===== config.mk =====
export PLATFORM = sky130hd
export DESIGN_NAME = lenet_layer_scheduler_flat
export DESIGN_NICKNAME = d
export VERILOG_FILES = /design/src/rtl/lenet_pkg.sv /design/src/rtl/lenet_layer_scheduler_if.sv /design/src/rtl/lenet_bram_port_mux.sv /design/src/rtl/lenet_layer_scheduler.sv /design/src/flat_wrapper.sv
export SDC_FILE = /design/constraint.sdc
export NUM_CORES = 1
export LEC_CHECK = 0
export ABC_AREA = 0
export BUFFER_PORTS_ARGS = -buffer_cell sky130_fd_sc_hd__buf_2
export CELL_PAD_IN_SITES_DETAIL_PLACEMENT = 0
export CELL_PAD_IN_SITES_GLOBAL_PLACEMENT = 1
export CORE_UTILIZATION = 29
export CTS_CLUSTER_SIZE = 12
export DETAILED_ROUTE_END_ITERATION = 6
export HOLD_SLACK_MARGIN = 0.05
export PLACE_DENSITY = 0.94
export SKIP_LAST_GASP = 1
export SLEW_MARGIN = 10
export SYNTH_ARGS = -nofsm -noshare
export SYNTH_HDL_FRONTEND = slang
export SYNTH_HIERARCHICAL = 1
export SYNTH_SLANG_ARGS = --single-unit

===== constraint.sdc =====
create_clock -name clk -period 2.3 [get_ports clk]
set_input_delay 0 -clock clk [delete_from_list [all_inputs] [get_ports clk]]
set_output_delay 0 -clock clk [all_outputs]
set_load 0.005 [all_outputs]

===== src/rtl/lenet_pkg.sv =====
// Shared constants and types for the LeNet layer scheduler.
//   DATA_SIZE / WADDR_W / RADDR_W : BRAM data and address widths
//   L_CONV1 .. L_FC2              : layer indices in execution order
//   state_t                       : one-hot scheduler state encoding
package lenet_pkg;

    localparam int DATA_SIZE   = 8;
    localparam int WADDR_W     = 19;
    localparam int RADDR_W     = 15;
    localparam int LAYER_IDX_W = 3;
    localparam int WDOG_W      = 25;

    localparam logic [LAYER_IDX_W-1:0] L_CONV1 = 3'd0;
    localparam logic [LAYER_IDX_W-1:0] L_POOL1 = 3'd1;
    localparam logic [LAYER_IDX_W-1:0] L_CONV2 = 3'd2;
    localparam logic [LAYER_IDX_W-1:0] L_POOL2 = 3'd3;
    localparam logic [LAYER_IDX_W-1:0] L_FC1   = 3'd4;
    localparam logic [LAYER_IDX_W-1:0] L_FC2   = 3'd5;

    typedef enum logic [5:0] {
        S_IDLE   = 6'b000001,
        S_LAUNCH = 6'b000010,
        S_RUN    = 6'b000100,
        S_GAP    = 6'b001000,
        S_DONE   = 6'b010000,
        S_ERROR  = 6'b100000
    } state_t;

endpackage


===== src/rtl/lenet_layer_scheduler_if.sv =====
// Bundle between the scheduler and its environment (host, layers, BRAMs).
//   master : scheduler side (drives status, layer enables, shared BRAM port)
//   slave  : environment side (drives start, layer finish flags, per-layer BRAM requests)
interface lenet_layer_scheduler_if #(
    parameter int NUM_LAYERS = 6
);
    import lenet_pkg::*;

    logic                          start;
    logic                          busy;
    logic                          done;
    logic                          error;
    logic [LAYER_IDX_W-1:0]        layer_idx;
    logic [NUM_LAYERS-1:0]         layer_en;
    logic [NUM_LAYERS-1:0]         layer_finish;

    logic [NUM_LAYERS-1:0]         lyr_bw_ena;
    logic [NUM_LAYERS*WADDR_W-1:0] lyr_bw_addra;
    logic [NUM_LAYERS-1:0]         lyr_res_ena;
    logic [NUM_LAYERS-1:0]         lyr_res_wea;
    logic [NUM_LAYERS*RADDR_W-1:0] lyr_res_addra;
    logic [NUM_LAYERS*DATA_SIZE-1:0] lyr_res_dina;

    logic                          bias_weights_bram_ena;
    logic [WADDR_W-1:0]            bias_weights_bram_addra;
    logic                          result_bram_ena;
    logic                          result_bram_wea;
    logic [RADDR_W-1:0]            result_bram_addra;
    logic [DATA_SIZE-1:0]          result_bram_dina;

    modport master (
        input  start, layer_finish,
        input  lyr_bw_ena, lyr_bw_addra, lyr_res_ena, lyr_res_wea, lyr_res_addra, lyr_res_dina,
        output busy, done, error, layer_idx, layer_en,
        output bias_weights_bram_ena, bias_weights_bram_addra,
        output result_bram_ena, result_bram_wea, result_bram_addra, result_bram_dina
    );

    modport slave (
        output start, layer_finish,
        output lyr_bw_ena, lyr_bw_addra, lyr_res_ena, lyr_res_wea, lyr_res_addra, lyr_res_dina,
        input  busy, done, error, layer_idx, layer_en,
        input  bias_weights_bram_ena, bias_weights_bram_addra,
        input  result_bram_ena, result_bram_wea, result_bram_addra, result_bram_dina
    );

endinterface


===== src/rtl/lenet_bram_port_mux.sv =====
// N-way selector onto one shared BRAM port, gated by a grant.
//   grant     : when low every shared output is 0
//   sel       : index of the requester that owns the port
//   ena/wea   : per-requester enables, bit i = requester i
//   addr/din  : per-requester address/data, slice i = requester i
//   port_*    : shared BRAM port
module lenet_bram_port_mux
    import lenet_pkg::*;
#(
    parameter int N     = 6,
    parameter int SEL_W = LAYER_IDX_W,
    parameter int AW    = WADDR_W,
    parameter int DW    = DATA_SIZE
) (
    input  logic            grant,
    input  logic [SEL_W-1:0] sel,
    input  logic [N-1:0]    ena,
    input  logic [N-1:0]    wea,
    input  logic [N*AW-1:0] addr,
    input  logic [N*DW-1:0] din,
    output logic            port_ena,
    output logic            port_wea,
    output logic [AW-1:0]   port_addr,
    output logic [DW-1:0]   port_din
);

    always_comb begin
        port_ena  = 1'b0;
        port_wea  = 1'b0;
        port_addr = '0;
        port_din  = '0;
        if (grant) begin
            for (int unsigned i = 0; i < N; i++) begin
                if (32'(sel) == i) begin
                    port_ena  = ena[i];
                    port_wea  = wea[i];
                    port_addr = addr[i*AW +: AW];
                    port_din  = din[i*DW +: DW];
                end
            end
        end
    end

endmodule


===== src/rtl/lenet_layer_scheduler.sv =====
// Top-level LeNet sequencer: runs layers 0..NUM_LAYERS-1 one at a time on start,
// owns the shared weights and result BRAM ports, and raises a sticky error when a
// layer stays enabled for TIMEOUT_CYCLES without finishing.
//   clk, rst : clock, asynchronous active-high reset
//   bus      : start/busy/done/error, layer enables and finish flags, per-layer
//              BRAM requests in, shared BRAM ports out
module lenet_layer_scheduler
    import lenet_pkg::*;
#(
    parameter int          NUM_LAYERS     = 6,
    parameter int unsigned TIMEOUT_CYCLES = 2**24
) (
    input  logic clk,
    input  logic rst,
    lenet_layer_scheduler_if.master bus
);

    state_t                 state, state_nxt;
    logic [LAYER_IDX_W-1:0] idx, idx_nxt;
    logic [NUM_LAYERS-1:0]  en, en_nxt;
    logic                   err, err_nxt;
    logic [1:0]             guard, guard_nxt;
    logic [WDOG_W-1:0]      wdog, wdog_nxt;
    logic                   grant;

    logic                   unused_wgt_wea;
    logic                   unused_wgt_din;

    always_ff @(posedge clk or posedge rst) begin
        if (rst) begin
            state <= S_IDLE;
            idx   <= '0;
            en    <= '0;
            err   <= 1'b0;
            guard <= '0;
            wdog  <= '0;
        end else begin
            state <= state_nxt;
            idx   <= idx_nxt;
            en    <= en_nxt;
            err   <= err_nxt;
            guard <= guard_nxt;
            wdog  <= wdog_nxt;
        end
    end

    always_comb begin
        state_nxt = state;
        idx_nxt   = idx;
        en_nxt    = en;
        err_nxt   = err;
        guard_nxt = guard;
        wdog_nxt  = wdog;
        case (state)
            S_IDLE: begin
                if (bus.start) begin
                    state_nxt = S_LAUNCH;
                    idx_nxt   = '0;
                    err_nxt   = 1'b0;
                end
            end
            S_LAUNCH: begin
                en_nxt    = NUM_LAYERS'(1) << idx;
                guard_nxt = '0;
                wdog_nxt  = '0;
                state_nxt = S_RUN;
            end
            S_RUN: begin
                // A layer's finish flag is left over from its previous run until
                // its own idle state clears it, so ignore it for two cycles.
                if (guard != 2'd2)
                    guard_nxt = guard + 2'd1;
                wdog_nxt = wdog + WDOG_W'(1);
                if (guard == 2'd2 && bus.layer_finish[idx]) begin
                    en_nxt    = '0;
                    state_nxt = (idx == LAYER_IDX_W'(NUM_LAYERS - 1)) ? S_DONE : S_GAP;
                end else if (wdog == WDOG_W'(TIMEOUT_CYCLES - 1)) begin
                    en_nxt    = '0;
                    err_nxt   = 1'b1;
                    state_nxt = S_ERROR;
                end
            end
            S_GAP: begin
                idx_nxt   = idx + LAYER_IDX_W'(1);
                state_nxt = S_LAUNCH;
            end
            S_DONE:  state_nxt = S_IDLE;
            S_ERROR: state_nxt = S_IDLE;
            default: begin
                state_nxt = S_IDLE;
                en_nxt    = '0;
            end
        endcase
    end

    // The bus is only granted while a layer is running, so any request a layer
    // leaves asserted after finishing is masked from the gap onward.
    assign grant         = (state == S_RUN);
    assign bus.busy      = (state == S_LAUNCH) || (state == S_RUN) || (state == S_GAP);
    assign bus.done      = (state == S_DONE);
    assign bus.error     = err;
    assign bus.layer_idx = idx;
    assign bus.layer_en  = en;

    lenet_bram_port_mux #(
        .N     (NUM_LAYERS),
        .SEL_W (LAYER_IDX_W),
        .AW    (WADDR_W),
        .DW    (1)
    ) u_weights_mux (
        .grant     (grant),
        .sel       (idx),
        .ena       (bus.lyr_bw_ena),
        .wea       ('0),
        .addr      (bus.lyr_bw_addra),
        .din       ('0),
        .port_ena  (bus.bias_weights_bram_ena),
        .port_wea  (unused_wgt_wea),
        .port_addr (bus.bias_weights_bram_addra),
        .port_din  (unused_wgt_din)
    );

    lenet_bram_port_mux #(
        .N     (NUM_LAYERS),
        .SEL_W (LAYER_IDX_W),
        .AW    (RADDR_W),
        .DW    (DATA_SIZE)
    ) u_result_mux (
        .grant     (grant),
        .sel       (idx),
        .ena       (bus.lyr_res_ena),
        .wea       (bus.lyr_res_wea),
        .addr      (bus.lyr_res_addra),
        .din       (bus.lyr_res_dina),
        .port_ena  (bus.result_bram_ena),
        .port_wea  (bus.result_bram_wea),
        .port_addr (bus.result_bram_addra),
        .port_din  (bus.result_bram_dina)
    );

endmodule


===== src/flat_wrapper.sv =====
// flat-port wrapper written by rule: the top's interface ports become plain ports
module lenet_layer_scheduler_flat import lenet_pkg::*;
#(
    parameter int          NUM_LAYERS     = 6,
    parameter int unsigned TIMEOUT_CYCLES = 2**24
)
  (clk, rst, bus_start, bus_layer_finish, bus_lyr_bw_ena, bus_lyr_bw_addra, bus_lyr_res_ena, bus_lyr_res_wea, bus_lyr_res_addra, bus_lyr_res_dina, bus_busy, bus_done, bus_error, bus_layer_idx, bus_layer_en, bus_bias_weights_bram_ena, bus_bias_weights_bram_addra, bus_result_bram_ena, bus_result_bram_wea, bus_result_bram_addra, bus_result_bram_dina);
  lenet_layer_scheduler_if #(.NUM_LAYERS(NUM_LAYERS)) bus_i ();
  input  logic clk;
  input  logic rst;
  input wire logic [$bits(bus_i.start)-1:0] bus_start;
  input wire logic [$bits(bus_i.layer_finish)-1:0] bus_layer_finish;
  input wire logic [$bits(bus_i.lyr_bw_ena)-1:0] bus_lyr_bw_ena;
  input wire logic [$bits(bus_i.lyr_bw_addra)-1:0] bus_lyr_bw_addra;
  input wire logic [$bits(bus_i.lyr_res_ena)-1:0] bus_lyr_res_ena;
  input wire logic [$bits(bus_i.lyr_res_wea)-1:0] bus_lyr_res_wea;
  input wire logic [$bits(bus_i.lyr_res_addra)-1:0] bus_lyr_res_addra;
  input wire logic [$bits(bus_i.lyr_res_dina)-1:0] bus_lyr_res_dina;
  output wire logic [$bits(bus_i.busy)-1:0] bus_busy;
  output wire logic [$bits(bus_i.done)-1:0] bus_done;
  output wire logic [$bits(bus_i.error)-1:0] bus_error;
  output wire logic [$bits(bus_i.layer_idx)-1:0] bus_layer_idx;
  output wire logic [$bits(bus_i.layer_en)-1:0] bus_layer_en;
  output wire logic [$bits(bus_i.bias_weights_bram_ena)-1:0] bus_bias_weights_bram_ena;
  output wire logic [$bits(bus_i.bias_weights_bram_addra)-1:0] bus_bias_weights_bram_addra;
  output wire logic [$bits(bus_i.result_bram_ena)-1:0] bus_result_bram_ena;
  output wire logic [$bits(bus_i.result_bram_wea)-1:0] bus_result_bram_wea;
  output wire logic [$bits(bus_i.result_bram_addra)-1:0] bus_result_bram_addra;
  output wire logic [$bits(bus_i.result_bram_dina)-1:0] bus_result_bram_dina;
  assign bus_i.start = bus_start;
  assign bus_i.layer_finish = bus_layer_finish;
  assign bus_i.lyr_bw_ena = bus_lyr_bw_ena;
  assign bus_i.lyr_bw_addra = bus_lyr_bw_addra;
  assign bus_i.lyr_res_ena = bus_lyr_res_ena;
  assign bus_i.lyr_res_wea = bus_lyr_res_wea;
  assign bus_i.lyr_res_addra = bus_lyr_res_addra;
  assign bus_i.lyr_res_dina = bus_lyr_res_dina;
  assign bus_busy = bus_i.busy;
  assign bus_done = bus_i.done;
  assign bus_error = bus_i.error;
  assign bus_layer_idx = bus_i.layer_idx;
  assign bus_layer_en = bus_i.layer_en;
  assign bus_bias_weights_bram_ena = bus_i.bias_weights_bram_ena;
  assign bus_bias_weights_bram_addra = bus_i.bias_weights_bram_addra;
  assign bus_result_bram_ena = bus_i.result_bram_ena;
  assign bus_result_bram_wea = bus_i.result_bram_wea;
  assign bus_result_bram_addra = bus_i.result_bram_addra;
  assign bus_result_bram_dina = bus_i.result_bram_dina;
  lenet_layer_scheduler #(.NUM_LAYERS(NUM_LAYERS), .TIMEOUT_CYCLES(TIMEOUT_CYCLES)) u_core (.clk(clk), .rst(rst), .bus(bus_i));
endmodule

Yosys cells after proc, flatten, opt, wreduce, memory -nomap -nowiden
Cells that the tools add are included. Widths: inputs -> output; s select.

Output and inout bits: 57. Flip-flop bits (word level): 43. Word-level logic and storage cells: 105.

Bitwise operators: 1. Shifts and indexed selects: 1. Reduce and logical (&&, ||, !) cells: 13. Magnitude comparators: 1. $add $sub $neg: 3. Multiplexer cells: 61. Eq/ne operators: 19.

Operator list (count): $mux 19 (7); $mux 15 (7); $mux 8 (7); $pmux 25 s2 (1); $mux 6 (5); $add 25x1->25 const B (1); $eq 25x24->1 const B (1); $mux 1 (25); $pmux 6 s4 (1); $pmux 6 s3 (1); $ne 2x2->1 const B (5); $reduce_and 2->1 (4); $eq 3x2->1 const B (2); $eq 3x3->1 const B (2); $eq 6x1->1 const B (1); $eq 6x2->1 const B (1); $eq 6x3->1 const B (1); $eq 6x4->1 const B (1); $eq 6x5->1 const B (1); $eq 6x6->1 const B (1); $pmux 3 s2 (1); $reduce_bool 2->1 (3); $shl 1x3->6 const A (1); $mux 5 (1); 17 further kinds (18).

Logic depth before layout (Yosys ltp)
Gate-level depths: netlist of run 1.

Depth after elaboration: 8. Depth in mapped cells: 9.

Cells and area by module
The synthesis of run 1 kept the hierarchy.

By module, submodules not included: lenet_layer_scheduler (cells an instance 213, times used 1, area each 2180.8 µm²); lenet_bram_port_mux at u_core.u_weights_mux (cells an instance 197, times used 1, area each 1296.2 µm²); lenet_bram_port_mux at u_core.u_result_mux (cells an instance 130, times used 1, area each 1236.2 µm²).

Worst setup path before layout of run 1
Ideal clock, no wire load.

Path kind: reg2out. Start: reg u_core.state[0]. End: out bus_result_bram_addra[6]. Arrival: 1.911 ns. Stages on the path, launching flop included: 10. Setup slack: 0.389 ns. Data required time: 2.300 ns. Cells stage by stage: dfstp_2 -> buf_2 -> or3_4 -> nor2_2 -> buf_4 -> nor2b_1 -> clkbuf_1 -> buf_2 -> nand2_1 -> o21ai_1.

Longest elaborated chain between the ends: 2.

RTL lines: from (decl) (line lenet_layer_scheduler.sv:18) `state_t state, state_nxt;`; from (signal assigned) (line lenet_layer_scheduler.sv:38) `state <= state_nxt;`; $eq 6x3->1 (line lenet_layer_scheduler.sv:98) `assign grant = (state == S_RUN);`; $mux 15 (line lenet_bram_port_mux.sv:32) `if (grant) begin`; to (decl) (line flat_wrapper.sv:28) `output wire logic [$bits(bus_i.result_bram_addra)-1:0] bus_result_bram_addra;`.

Every way passes these cells.

Worst setup path in the final report of run 1
Start: reg u_core.idx[0], in the netlist u_core/bus.layer_idx[0]. End: out bus_result_bram_addra[10].

Longest elaborated chain between the ends: 8. Elaborated cells on any way between the ends: 13. Classes of those cells: eq/ne: 5; mux: 7; reduce/logical: 1.

RTL lines: from (decl) (line lenet_layer_scheduler.sv:19) `logic [LAYER_IDX_W-1:0] idx, idx_nxt;`; from (signal assigned) (line lenet_layer_scheduler.sv:39) `idx <= idx_nxt;`; $logic_not 3->1 (line lenet_bram_port_mux.sv:34) `if (32'(sel) == i) begin`; $mux 15 (5 in series) (line lenet_bram_port_mux.sv:34); $mux 15 (*) (line lenet_bram_port_mux.sv:34); $mux 15 (*) (line lenet_bram_port_mux.sv:32).

Mark *: on every way between the ends. The rest lies on a longest branch, timed or not.

==> out/qor.yml, run 1 <==
logic_synthesis:
  synth.cell_area_mm2: 0.00460
  syn_inst: 523
  syn_avg_cell_area_um2: 8.80
  yosysWarnings: 6
  syn_nets: 809
cells_and_area:
  nets: 1135
  post-route-util_pct: 44.2
  area_delta_synth_final_pct: 47.6
  layout_commonest_cell: "buf_2"
  drive_gt1_share_pct: 48.4
  final_cell_mix: "buf_2, mux2i_1, nand2_1"
sta:
  slew_headroom_pct: 59.2
  period_share_pct: 95.3
  hold_viol_final: 0
  period_needed_ns: 2.19
  fmax_mhz: 456
  worstMarginPinSlew_ns: 0.595
  rsz0062_at_grt: "false"
  fin_skew_ns: 0.00379
  slew_violations: 0
  finalSetupTns_ns: 0
  setup_viol: 0
floorplan:
  die_area_mm2: 0.0164
  core_mm2: 0.0154
  num_io_pins: 336
  rows: 45
  die_width_um: 128
  start_util_pct: 29.9
  die_h_um: 128
setup_path:
  reg2reg_depth: 5
  path_cells: "buf_12 -> buf_4 -> mux2i_1 -> o21ai_1 -> buf_2"
  reg2reg_slack_ns: 0.34
  critPathTopFamily: "buffers and inverters"
  crit_fanout: 43
  path_depth: 5
  crit_start: "u_core/bus.layer_idx[0]"
  r2r-start: "u_core/state[5]"
  cp-endpoint: "bus_result_bram_addra[10]"
  worstSetupEndpointType: "output pin"
  critPathSlowestCell: "dfrtp_4"
  critPathBufInv: 3
  reg2reg_to: "u_core/wdog[23]"
  critPathMaxStageDelay_ns: 0.58
  crit_type: "register to output pin"
  crit_path_start_kind: "register"
  arrival_ns: 2.19
  cp.required_ns: 2.30
clock_network:
  path_clk_slew_ns: 0.06
  cts_tree: "done"
  root_buffer: "clkbuf_16"
  htree_levels: 2
  insertion_delay_ns: 0.28
  numCtsBuffers: 5
  cts.sinks: 43
  cts_buffer_depth: 2
global_route:
  grt_pass1_vias: 5166
  gr-total-overflow: 0
  grt_pass1_wl_um: 29000
  grt_antenna_before_repair: 3
  track_usage_pct: 23.5
  grt_max_degree: 44
placed_design:
  finalWeightedCongestion: 1.07
  dp_hpwl_um: 16900
  portBuffers: 335
power:
  irDropWorstVdd_mv: 0.323
  pwr-share-clk_pct: 28.8
  power_density_mw_per_mm2: 417
  switching_power_mw: 0.917
  combPwrFrac_pct: 39.9
  p_leak_nw: 3.21
  power.total_mw: 2.83
  swShare_pct: 32.4
  pwr-share-seq_pct: 31.2
  p_int_mw: 1.92
routing:
  top_layer: "met5"
  drtPass1Iterations: 6
  routed_wl_um: 20400
  postRouteAntennaNets: 0
  drc: 0
  dr_wl_met3_um: 2070
  vias_per_cell: 5.19
  wl_per_cell_um: 19.2
  first_iter_violations: 321
  vias: 5512
  met1_length_um: 9400
  wl_met2_um: 8680
status:
  outcome: "finished, final reports clean"
hold_path:
  min_path_type: "input port to asynchronous set/reset pin"
job:
  maxCapViolations: 0
## layer usage
layer | track usage, % | up-vias
met1 | 32.7 | 2591
met5 | 0 | -
li1 | - | 2636
met4 | 4.36 | 4
met2 | 35.4 | 257
met3 | 8.01 | 24
## power by group through the flow
stage	clock [mW]	combinational (mW)	sequential [mW]
final	0.817	1.13	0.885
after global routing	0.871	1.23	0.892
after CTS	0.841	1.10	0.884
after detailed placement	0	1.08	0.898
after global placement	0	1.06	0.896
after floorplan	0	0.565	0.866
## worst min-delay path: cells and delay by family
kind,cells,cell delay [ns]
buf+inv,3,1.04
## state kept, by name, summed over array words and instances (netlist names)
name                  flops
u_core/bus.layer_idx      3
u_core/guard              2
u_core/bus.error          1
u_core/state              6
u_core/wdog              25
u_core/bus.layer_en       6
## area by class of cell
| cell class | count | area, µm² |
|---|---|---|
| clock buffers | 6 | 139 |
| diodes | 1 | 2.50 |
| well taps | 211 | 264 |
| flip-flops and latches | 43 | 1090 |
| repair buffers | 364 | 1970 |
| inverters | 7 | 26.3 |
| fillers | 1544 | 8580 |
| clock inverters | 2 | 35.0 |
| multi-input cells | 428 | 3270 |
## worst min path at each step
stage              start               to  slack (ns)  cells past startpoint
6_report             rst  u_core/wdog[19]        0.30                      3
4_1_cts              rst  u_core/wdog[21]        0.31                      3
3_3_place_gp         rst  u_core/wdog[19]        0.04                      2
2_1_floorplan  bus_start  u_core/state[0]        0.07                      1
3_5_place_dp         rst  u_core/wdog[21]        0.06                      2
5_1_grt              rst  u_core/wdog[19]        0.36                      3
## timing repair
action	CTS	global route
setup buffers	0	2
pin swaps	0	0
resized for setup	3	4
hold endpoints to repair	12	0
hold buffers	2	0
cloned	0	0
setup endpoints to repair	16	17
## metrics by stage
step | cell area (µm²) | hold WS (ns) | worst slack [ns] | cells
after floorplan | 4600 | 0.0744 | 0.393 | 523
after global placement | 6540 | 0.0432 | 0.177 | 1049
after detailed placement | 6540 | 0.0579 | 0.123 | 1049
after CTS | 6740 | 0.315 | 0.0348 | 1059
after global routing | 6790 | 0.361 | 0.0415 | 1062
final | 6790 | 0.299 | 0.109 | 1062
No activity file was read; power rests on OpenSTA's default activity.
==> run 2: changes to the inputs <==
MAX_ROUTING_LAYER = met4   (was default)
==> run 2 against run 1 <==
Against the previous run: wire length about the same; maximum frequency is essentially flat; utilization is essentially flat; first-iteration DRC count is 7.2% lower; count of clock-buffer cells in the layout stayed put; clock skew grew 0.0015 ns; sequential cell count unchanged; hold slack got worse by 0.0026 ns; combinational power barely moved; sequential power about the same; sequential share of layout area hardly changed; clock power rose by 0.6%; highest routed layer is now met4.
==> out/qor.yml, run 2 (synthesized netlist as in run 1, its figures left out) <==
clock_network:
  insertion_delay_ns: 0.28
  cts_buffer_depth: 2
  path_clk_slew_ns: 0.06
  root_buffer: "clkbuf_16"
  numCtsBuffers: 5
  htree_levels: 2
  cts.sinks: 43
  cts_tree: "done"
global_route:
  grt_antenna_before_repair: 3
  grt_max_degree: 44
  track_usage_pct: 24.3
  gr-total-overflow: 0
  grt_pass1_vias: 5169
  grt_pass1_wl_um: 29000
sta:
  rsz0062_at_grt: "false"
  hold_viol_final: 0
  period_share_pct: 95.2
  setup_viol: 0
  period_needed_ns: 2.19
  slew_violations: 0
  slew_headroom_pct: 56.8
  finalSetupTns_ns: 0
  fin_skew_ns: 0.00524
  fmax_mhz: 457
  worstMarginPinSlew_ns: 0.630
routing:
  top_layer: "met4"
  first_iter_violations: 298
  met1_length_um: 9490
  drtPass1Iterations: 4
  vias: 5509
  routed_wl_um: 20400
  drc: 0
  postRouteAntennaNets: 0
  wl_per_cell_um: 19.2
  vias_per_cell: 5.18
  wl_met2_um: 8760
  dr_wl_met3_um: 2040
setup_path:
  crit_type: "register to output pin"
  crit_fanout: 43
  worstSetupEndpointType: "output pin"
  reg2reg_slack_ns: 0.34
  cp-endpoint: "bus_result_bram_addra[10]"
  crit_path_start_kind: "register"
  reg2reg_to: "u_core/wdog[23]"
  cp.required_ns: 2.30
  reg2reg_depth: 5
  crit_start: "u_core/bus.layer_idx[0]"
  r2r-start: "u_core/state[5]"
  arrival_ns: 2.19
floorplan:
  core_mm2: 0.0154
  rows: 45
  start_util_pct: 29.9
  die_width_um: 128
  die_h_um: 128
  num_io_pins: 336
  die_area_mm2: 0.0164
cells_and_area:
  layout_commonest_cell: "buf_2"
  drive_gt1_share_pct: 48.4
  largest_reg_flops: 25
  top_register: "u_core/wdog"
  nets: 1135
  area_delta_synth_final_pct: 47.7
  final_cell_mix: "buf_2, mux2i_1, nand2_1"
power:
  p_leak_nw: 3.21
  power_density_mw_per_mm2: 418
  power.total_mw: 2.84
  irDropWorstVdd_mv: 0.326
hold_path:
  min_path_type: "input port to asynchronous set/reset pin"
job:
  maxCapViolations: 0
status:
  outcome: "finished, final reports clean"
placed_design:
  finalWeightedCongestion: 1.10
  portBuffers: 335
  dp_hpwl_um: 16900
run 2: area by class of cell:
cell class / instances / area (µm²)
fill: 1542 / 8570
antenna: 3 / 7.51
timing repair buffer: 364 / 1970
clock buffer: 6 / 139
multi-input combinational: 428 / 3270
tap: 211 / 264
sequential: 43 / 1090
inverter: 7 / 26.3
clock inverter: 2 / 35.0
run 2: metrics by stage:
step	cells	util [%]	cell area (µm²)	setup slack (ns)	hold WS [ns]
global route	1064	44.2	6800	0.0415	0.365
global placement	1049	42.5	6540	0.177	0.0432
finish	1064	44.2	6800	0.110	0.297
detailed placement	1049	42.5	6540	0.123	0.0579
floorplan	523	-	4600	0.393	0.0744
CTS	1059	43.9	6740	0.0348	0.315
run 2: worst min-delay path by stage:
stage	startpoint	endpoint	slack [ns]	cells after the start
4_1_cts	rst	u_core/wdog[21]	0.31	3
3_3_place_gp	rst	u_core/wdog[19]	0.04	2
5_1_grt	rst	u_core/wdog[19]	0.37	3
3_5_place_dp	rst	u_core/wdog[21]	0.06	2
6_report	rst	u_core/wdog[19]	0.30	3
2_1_floorplan	bus_start	u_core/state[0]	0.07	1
run 2: layer usage:
metal / vias up / global-route usage [%]
met5: - / -
met4: 0 / 4.36
met3: 13 / 7.76
met2: 272 / 35.4
met1: 2592 / 33.0
li1: 2632 / -
run 2: worst max-delay path, stage by stage, from the launching register on:
cell     delay [ns]
dfrtp_4        0.58
buf_12         0.30
buf_4          0.22
mux2i_1        0.54
o21ai_1        0.12
buf_2          0.15
run 2: report_power, final:
| group | leakage [nW] | total, mW | switching, mW | internal, mW |
|---|---|---|---|---|
| Combinational | 2.54 | 1.13 | 0.577 | 0.556 |
| Clock | 0.0869 | 0.822 | 0.283 | 0.540 |
| Sequential | 0.588 | 0.885 | 0.0641 | 0.820 |
run 2: timing repair:
item                                    4_1_cts  5_1_grt
hold endpoints to repair                     12        0
endpoints found under the setup margin       16       17
hold buffers                                  2        0
setup buffers                                 0        2
resized for setup                             3        4
==> run 3: changes to the inputs <==
CELL_PAD_IN_SITES_DETAIL_PLACEMENT = default   (was 0)
CELL_PAD_IN_SITES_GLOBAL_PLACEMENT = default   (was 1)
CORE_AREA = 2 2 129 131   (was default)
CORE_UTILIZATION = default   (was 29)
DIE_AREA = 0 0 131 133   (was default)
PLACE_DENSITY = 0.72   (was 0.94)
==> run 3 against run 2 <==
Against the previous run: utilization decreased by 2.7 points; wire length is 8.2% lower; clock skew hardly changed; combinational power down 5%; first-iteration DRC count grew 47%; die area rose by 6.4%; highest routed layer unchanged; sequential share of layout area increased by 0.20 points; maximum frequency grew 1.2%; total power decreased by 2.7%; sequential cell count unchanged; via count increased by 0.16%.
==> out/qor.yml, run 3 (synthesized netlist as in run 1, its figures left out) <==
routing:
  vias_per_cell: 5.19
  routed_wl_um: 18800
  drtPass1Iterations: 6
  first_iter_violations: 438
  vias: 5518
  wl_per_cell_um: 17.6
  drc: 0
  postRouteAntennaNets: 0
placed_design:
  dp_hpwl_um: 15300
  portBuffers: 335
  place_area_mm2: 0.00648
  finalWeightedCongestion: 0.853
floorplan:
  num_io_pins: 336
  start_util_pct: 28.5
  die_width_um: 131
  core_mm2: 0.0162
  die_h_um: 133
  rows: 47
  die_area_mm2: 0.0174
clock_network:
  cts_buffer_depth: 2
  path_clk_slew_ns: 0.06
  htree_levels: 2
  cts_tree: "done"
  numCtsBuffers: 5
  insertion_delay_ns: 0.28
  root_buffer: "clkbuf_16"
  cts.sinks: 43
setup_path:
  worstSetupEndpointType: "output pin"
  crit_type: "register to output pin"
  arrival_ns: 2.16
  cp.required_ns: 2.30
  crit_fanout: 24
  crit_path_start_kind: "register"
sta:
  worstMarginPinSlew_ns: 0.625
  setup_viol: 0
  fmax_mhz: 462
  slew_violations: 0
  period_share_pct: 94.1
  finalSetupTns_ns: 0
  hold_viol_final: 0
  fin_skew_ns: 0.00477
  rsz0062_at_grt: "false"
  slew_headroom_pct: 58.0
  period_needed_ns: 2.16
cells_and_area:
  drive_gt1_share_pct: 48.1
  largest_reg_flops: 25
  top_register: "u_core/wdog"
  nets: 1127
  nFillCells: 1626
  final_cell_mix: "buf_2, mux2i_1, nand2_1"
  stdcell_area_mm2: 0.00671
  area_delta_synth_final_pct: 45.8
  layout_commonest_cell: "buf_2"
power:
  irDropWorstVdd_mv: 0.401
  power_density_mw_per_mm2: 412
  p_leak_nw: 3.15
global_route:
  gr-total-overflow: 0
  grt_max_degree: 66
  grt_antenna_before_repair: 1
  grt_pass1_wl_um: 26800
  grt_pass1_vias: 5033
  track_usage_pct: 20.3
job:
  maxCapViolations: 0
status:
  outcome: "finished, final reports clean"
hold_path:
  min_path_type: "input port to output pin"
[run 3: cell count changes in the layout (fill, tap and decap cells not counted), sizes merged]
cell	previous run	this run
clkinv	1	2
diode	3	1
clkbuf	6	5
buf	362	354
[run 3: critical path: stages (launching register included)]
cell and delay, ns:
dfrtp_1 0.43, or3b_4 0.47, nor2_4 0.13, nor2b_2 0.16
buf_6 0.23, nand2_1 0.09, o21ai_1 0.18, buf_2 0.18
[run 3: repair_timing]
action	in CTS	in global routing
hold buffers	2	0
gates resized for setup	6	3
endpoints found under the hold margin	43	0
endpoints found under the setup margin	16	14
setup buffers	1	0
[run 3: through the flow]
step                      total power [mW]  setup WS [ns]  std cells  hold slack (ns)  utilization (%)
after global placement                1.91          0.214       1051            0.168             40.1
after CTS                             2.75        0.00354       1062            0.338             41.4
after floorplan                       1.43          0.393        523           0.0744                -
after global routing                  2.92         0.0220       1063            0.372             41.5
final                                 2.76          0.136       1063            0.337             41.5
after detailed placement              1.93          0.136       1051            0.172             40.1
[run 3: where the power goes]
part | total [mW] | internal, mW | switching [mW]
combinational | 1.07 | 0.512 | 0.553
clock | 0.813 | 0.512 | 0.301
sequential | 0.886 | 0.820 | 0.0656
[run 3: final timing paths]
check	from	end	slack (ns)	depth (start not counted)
setup / recovery	u_core/state[5]	bus_result_bram_addra[9]	0.14	7
hold / removal	bus_lyr_res_addra[71]	bus_result_bram_addra[11]	0.34	4
setup reg to reg	u_core/state[5]	u_core/wdog[16]	0.39	6
hold reg to reg	u_core/wdog[16]	u_core/wdog[16]	0.47	1
max in group asynchronous	rst	u_core/bus.layer_idx[1]	1.50	4
min in group asynchronous	rst	u_core/bus.layer_idx[0]	0.40	4
[run 3: final cells by class]
cell class                 count  area, µm²  area share (%)
multi-input combinational    428       3270            48.8
sequential                    43       1090            16.2
inverter                       7       26.3           0.391
clock inverter                 3       43.8           0.652
clock buffer                   5        125            1.86
tap                          220        275            4.10
timing repair buffer         356       1880            28.0
antenna                        1       2.50          0.0373
[run 3: per-layer routing]
layer | vias to the layer above | track usage (%) | part of all wire [%]
li1 | 2625 | - | -
met1 | 2570 | 27.2 | 43
met2 | 295 | 32.3 | 46
met3 | 28 | 4.53 | 9.5
met4 | 0 | 2.72 | 1.4
met5 | - | - | 0
